--- config.mk ---
export PLATFORM = sky130hd
export DESIGN_NAME = mem_arbiter
export DESIGN_NICKNAME = d
export VERILOG_FILES = /design/src/rtl/mem_arbiter.sv
export SDC_FILE = /design/constraint.sdc
export NUM_CORES = 1
export LEC_CHECK = 0
export ABC_AREA = 0
export CAP_MARGIN = 25
export CORE_AREA = 2 2 91 93
export DETAILED_ROUTE_END_ITERATION = 6
export DIE_AREA = 0 0 93 95
export GPL_ROUTABILITY_DRIVEN = 0
export PLACE_DENSITY = 0.7
export SYNTH_ARGS = -nofsm -noshare
export SYNTH_HDL_FRONTEND = slang
export SYNTH_SLANG_ARGS = --single-unit
--- constraint.sdc ---
create_clock -name clk -period 2.3 [get_ports clk]
set_input_delay 0.345 -clock clk [delete_from_list [all_inputs] [get_ports clk]]
set_output_delay 0.345 -clock clk [all_outputs]
set_load 0.005 [all_outputs]
--- src/rtl/mem_arbiter.sv ---
// Two-master round-robin arbiter for a shared memory port with RMW bus locking.
// Define MEM_ARBITER_WATCHDOG_EN to add the grant watchdog and per-master blocking.
module mem_arbiter #(
  parameter int TIMEOUT = 255
) (
  input  logic        clk,
  input  logic        reset,
  input  logic        m0_req,
  input  logic        m1_req,
  output logic        m0_gnt,
  output logic        m1_gnt,
  input  logic [63:0] m0_ad,
  input  logic [7:0]  m0_tag,
  input  logic        m0_astb,
  input  logic        m0_atomic,
  input  logic        m0_rd,
  input  logic        m0_wr,
  input  logic [63:0] m1_ad,
  input  logic [7:0]  m1_tag,
  input  logic        m1_astb,
  input  logic        m1_atomic,
  input  logic        m1_rd,
  input  logic        m1_wr,
  output logic [63:0] o_ad,
  output logic [7:0]  o_tag,
  output logic        o_astb,
  output logic        o_atomic,
  output logic        o_rd,
  output logic        o_wr,
  output logic        o_owner,
  output logic        proto_err,
  output logic        timeout_err
);

  typedef enum logic [1:0] {IDLE, GRANT0, GRANT1} state_e;

  state_e     state_q, state_d;
  logic       lock_q, lock_d;
  logic       rr_q, rr_d;            // 1: master 1 wins the next tie
  logic       proto_err_q, proto_err_d;
  logic       own0, own1, own_req, own_stb, stb0, stb1;
  logic [1:0] elig;
  logic       expire;

  assign own0    = (state_q == GRANT0);
  assign own1    = (state_q == GRANT1);
  assign own_req = own1 ? m1_req : m0_req;
  assign stb0    = m0_astb | m0_rd | m0_wr;
  assign stb1    = m1_astb | m1_rd | m1_wr;

  always_comb begin
    // NOTE: every output gets a default first so no path leaves it unassigned (no latch).
    o_ad     = '0;
    o_tag    = '0;
    o_astb   = 1'b0;
    o_atomic = 1'b0;
    o_rd     = 1'b0;
    o_wr     = 1'b0;
    if (own0) begin
      o_ad = m0_ad; o_tag = m0_tag; o_astb = m0_astb;
      o_atomic = m0_atomic; o_rd = m0_rd; o_wr = m0_wr;
    end else if (own1) begin
      o_ad = m1_ad; o_tag = m1_tag; o_astb = m1_astb;
      o_atomic = m1_atomic; o_rd = m1_rd; o_wr = m1_wr;
    end
  end

  assign own_stb = o_astb | o_rd | o_wr;

`ifdef MEM_ARBITER_WATCHDOG_EN
  localparam logic [15:0] TIMEOUT_W = 16'(TIMEOUT);

  logic [15:0] wd_cnt_q, wd_cnt_d;
  logic [1:0]  blocked_q, blocked_d;
  logic        timeout_err_q;

  // Counter idles at zero, so it is already clear on entry to a grant state.
  always_comb begin
    wd_cnt_d = '0;
    expire   = 1'b0;
    if (state_q != IDLE && !own_stb) begin
      wd_cnt_d = wd_cnt_q + 16'd1;
      expire   = (wd_cnt_d == TIMEOUT_W);
    end
    blocked_d = (blocked_q & {m1_req, m0_req}) | {expire & own1, expire & own0};
  end

  always_ff @(posedge clk) begin
    if (reset) begin
      wd_cnt_q      <= '0;
      blocked_q     <= '0;
      timeout_err_q <= 1'b0;
    end else begin
      wd_cnt_q      <= wd_cnt_d;
      blocked_q     <= blocked_d;
      timeout_err_q <= expire;
    end
  end

  assign elig        = {m1_req, m0_req} & ~blocked_q;
  assign timeout_err = timeout_err_q;
`else
  logic unused_timeout;
  assign unused_timeout = (TIMEOUT != 0);
  assign elig           = {m1_req, m0_req};
  assign expire         = 1'b0;
  assign timeout_err    = 1'b0;
`endif

  always_comb begin
    state_d     = state_q;
    lock_d      = lock_q;
    rr_d        = rr_q;
    proto_err_d = (stb0 & ~own0) | (stb1 & ~own1);
    case (state_q)
      IDLE: begin
        lock_d = 1'b0;
        if (elig[0] && (!elig[1] || !rr_q)) begin
          state_d = GRANT0;
          rr_d    = 1'b1;
        end else if (elig[1]) begin
          state_d = GRANT1;
          rr_d    = 1'b0;
        end
      end
      GRANT0, GRANT1: begin
        if (o_astb && o_atomic) lock_d = 1'b1;
        // A write in the same cycle releases the lock so the bus can go idle at once.
        if (o_wr) lock_d = 1'b0;
        if (expire) begin
          state_d = IDLE;
          lock_d  = 1'b0;
        end else if (!own_req && !lock_d) begin
          state_d = IDLE;
        end
      end
      default: state_d = IDLE;
    endcase
  end

  always_ff @(posedge clk) begin
    // NOTE: non-blocking assignments so every flop samples the pre-edge values.
    if (reset) begin
      state_q     <= IDLE;
      lock_q      <= 1'b0;
      rr_q        <= 1'b0;
      proto_err_q <= 1'b0;
    end else begin
      state_q     <= state_d;
      lock_q      <= lock_d;
      rr_q        <= rr_d;
      proto_err_q <= proto_err_d;
    end
  end

  assign m0_gnt    = own0;
  assign m1_gnt    = own1;
  assign o_owner   = own1;
  assign proto_err = proto_err_q;

endmodule

==> results <==
-- power by group --
group	leakage (nW)	total, W	internal (W)	switching [W]
Sequential	0.0420	0.000111	0.0000982	0.0000124
Clock	0.0228	0.000175	0.000120	0.0000554
Combinational	1.62	0.00121	0.000756	0.000455
Total	1.69	0.00150	0.000974	0.000522
-- per-stage QoR --
step	power (W)	setup slack, ps	area, um^2	setup TNS [ps]	cells
2_1_floorplan	0.000508	561	1440	0	292
3_3_place_gp	0.00127	158	3910	0	614
3_5_place_dp	0.00127	125	3910	0	614
4_1_cts	0.00151	7.69	4030	0	621
5_1_grt	0.00162	-35.7	4100	-117	623
6_report	0.00150	75.7	4100	0	623
-- cell type report --
class                      count  area (um^2)  share of cell area (%)
clock buffer                   4         45.0                    1.10
inverter                       3         11.3                   0.275
sequential                     5          103                    2.50
multi-input combinational    257         1240                    30.3
timing repair buffer         249         2570                    62.6
tap                          105          131                    3.21
-- flip-flops by register name (all words and copies together) (netlist names) --
| signal | count |
|---|---|
| proto_err | 1 |
| state_q | 2 |
| rr_q | 1 |
| lock_q | 1 |
-- placed cells by master, fill, tap and decap left out, types with 2 or more instances in the layout --
cell type / netlist / final
clkdlybuf4s50_1: 0 / 220
nand2_1: 149 / 149
o21ai_0: 74 / 66
dlymetal6s2s_1: 0 / 15
o21ai_1: 0 / 7
buf_4: 2 / 7
a21oi_1: 3 / 3
ha_1: 5 / 3
clkbuf_8: 0 / 3
dfxtp_1: 5 / 3
inv_2: 0 / 2
a22o_1: 2 / 2
nand3_1: 2 / 2
nor3_1: 2 / 2
nor3b_1: 2 / 2
a32o_1: 2 / 2
ha_4: 0 / 2
buf_12: 0 / 2
buf_6: 1 / 2
buf_8: 0 / 2
dfxtp_2: 0 / 2
-- cell usage after synthesis (3+ instances only) --
master,n
a21oi_1,3
clkbuf_1,21
dfxtp_1,5
ha_1,5
inv_1,3
nand2_1,149
o21ai_0,74
-- critical path, cell delays in order (launching register included) --
cell             delay (ps)
dfxtp_2                 380
inv_2                    70
ha_4                    230
buf_12                  190
o21ai_0                 220
clkdlybuf4s50_1         540
-- kinds of logic (layout without fill, tap and decap cells) --
family                     after synthesis  in the layout  share of synthesized area [%]
other                                    1              1                          0.261
buffers and inverters                   30            256                           8.96
and+or+nand+nor                        162            162                           45.2
muxes                                    1              1                          0.783
AOI/OAI and AO/OA                       88             88                           33.5
DFF                                      5              5                           6.96
adders and majority gates                5              5                           4.35
-- worst min path at each step --
| stage | endpoint | cells after the start | slack, ps |
|---|---|---|---|
| global route | lock_q | 2 | 500 |
| global placement | lock_q | 2 | 450 |
| floorplan | lock_q | 1 | 410 |
| CTS | lock_q | 2 | 460 |
| detailed placement | lock_q | 2 | 460 |
| finish | lock_q | 2 | 460 |
-- per-layer routing --
layer | share of wire, % | vias to the layer above
met2 | 50 | 142
met1 | 37 | 1174
li1 | - | 1413
met4 | 0.94 | 0
met3 | 11 | 7
met5 | 0 | -
-- what timing repair did --
| item | in CTS | in global routing |
|---|---|---|
| hold endpoints to repair | 0 | 0 |
| cloned | 1 | 0 |
| setup endpoints to repair | 56 | 67 |
| buffers inserted | 2 | 2 |
| gates resized for setup | 8 | 28 |
==> impl_metrics.env <==
export IMPL_rsz0062_at_grt="true"
export IMPL_htree_levels=1
export IMPL_finalNetCount=680
export IMPL_crit_required_ps=1960
export IMPL_drtAntennaViolNets=0
export IMPL_top_usage_layer="met2"
export IMPL_r2r_end="lock_q"
export IMPL_setup_worst_path_start="state_q[1]"
export IMPL_crit_type="flop to output port"
export IMPL_syn_instance_count=292
export IMPL_grt_util_met1_pct=17.2
export IMPL_vias=2736
export IMPL_cp_max_fo=43
export IMPL_fmax_mhz=450
export IMPL_fin_crit_ps=2220
export IMPL_cts_buffers=3
export IMPL_hold_viol_final=0
export IMPL_start_util_pct=18.2
export IMPL_cts_hold_buf=0
export IMPL_ys_flop_type="dfxtp_1"
export IMPL_synth_cell_types=31
export IMPL_drive_gt1_share_pct=5.41
export IMPL_p_leak_nw=1.69
export IMPL_yosysTopAreaCellShare_pct=38.9
export IMPL_status="finished clean"
export IMPL_synth_area_top_cells="nand2_1 39%, o21ai_0 26%, dfxtp_1 7.0%"
export IMPL_ios=237
export IMPL_met3_usage_pct=4.79
export IMPL_yosysSeqAreaShare_pct=6.96
export IMPL_avgRoutedWirePerCell_um=12.6
export IMPL_antenna_cells=0
export IMPL_vias_per_cell=4.39
export IMPL_die_h_um=95
export IMPL_drv_cap=0
export IMPL_core_rowCount=33
export IMPL_dieArea_um2=8840
export IMPL_die_x_um=93
export IMPL_synth_top_cell_by_area="nand2_1"
export IMPL_min_from="lock_q"
export IMPL_drv_slew=0
export IMPL_first_global_vias=2521
export IMPL_antenna_found_initial=0
export IMPL_cp_end_kind="output port"
export IMPL_crit_end="o_ad[22]"
export IMPL_area_growth_pct=185
export IMPL_post_route_period_util_pct=96.7
export IMPL_reg2reg_slack_ps=510
export IMPL_arrival_ps=1880
export IMPL_synth_seq_cells=5
export IMPL_use_met2_pct=30.4
export IMPL_whs_ps=462
export IMPL_tritoncts="yes"
export IMPL_reg2reg_from="state_q[1]"
export IMPL_synth_area_um2=1440
export IMPL_grt_pass1_wl_mm=11.4
export IMPL_gr_total_overflow=0
export IMPL_postSynthAreaPerCell_um2=4.93
export IMPL_clockBufferDepth=2
export IMPL_start_kind="flop"
export IMPL_hpwl_mm=6.17
export IMPL_synthArstFlopShare_pct=0
export IMPL_clock_sinks=5
export IMPL_rr_worst_depth=7
export IMPL_drc=0
export IMPL_root_buffer="clkbuf_8"
export IMPL_min_delay_path_class="flop to flop"
export IMPL_drt_iter0_drc=31
export IMPL_final_util_pct=51.7
export IMPL_clk_pin_slew_ps=40
export IMPL_fillers=771
export IMPL_clock_skew_ps=0.657
export IMPL_place_port_buffers=235
export IMPL_synth_edf_count=0
export IMPL_irDropWorstVdd_uv=193
export IMPL_grt_usage_pct=15.9
export IMPL_pwr_density_cell_nw_per_um2=365
export IMPL_clk_latency_ps=230
export IMPL_wirelength_mm=7.87
export IMPL_first_pass_iters=4
export IMPL_yosys_warnings=0
export IMPL_synthesis_nets=453
export IMPL_setup_violations=0
export IMPL_grt_max_degree=44
export IMPL_core_area_um2=7930
(Power assumes the default switching activity.)
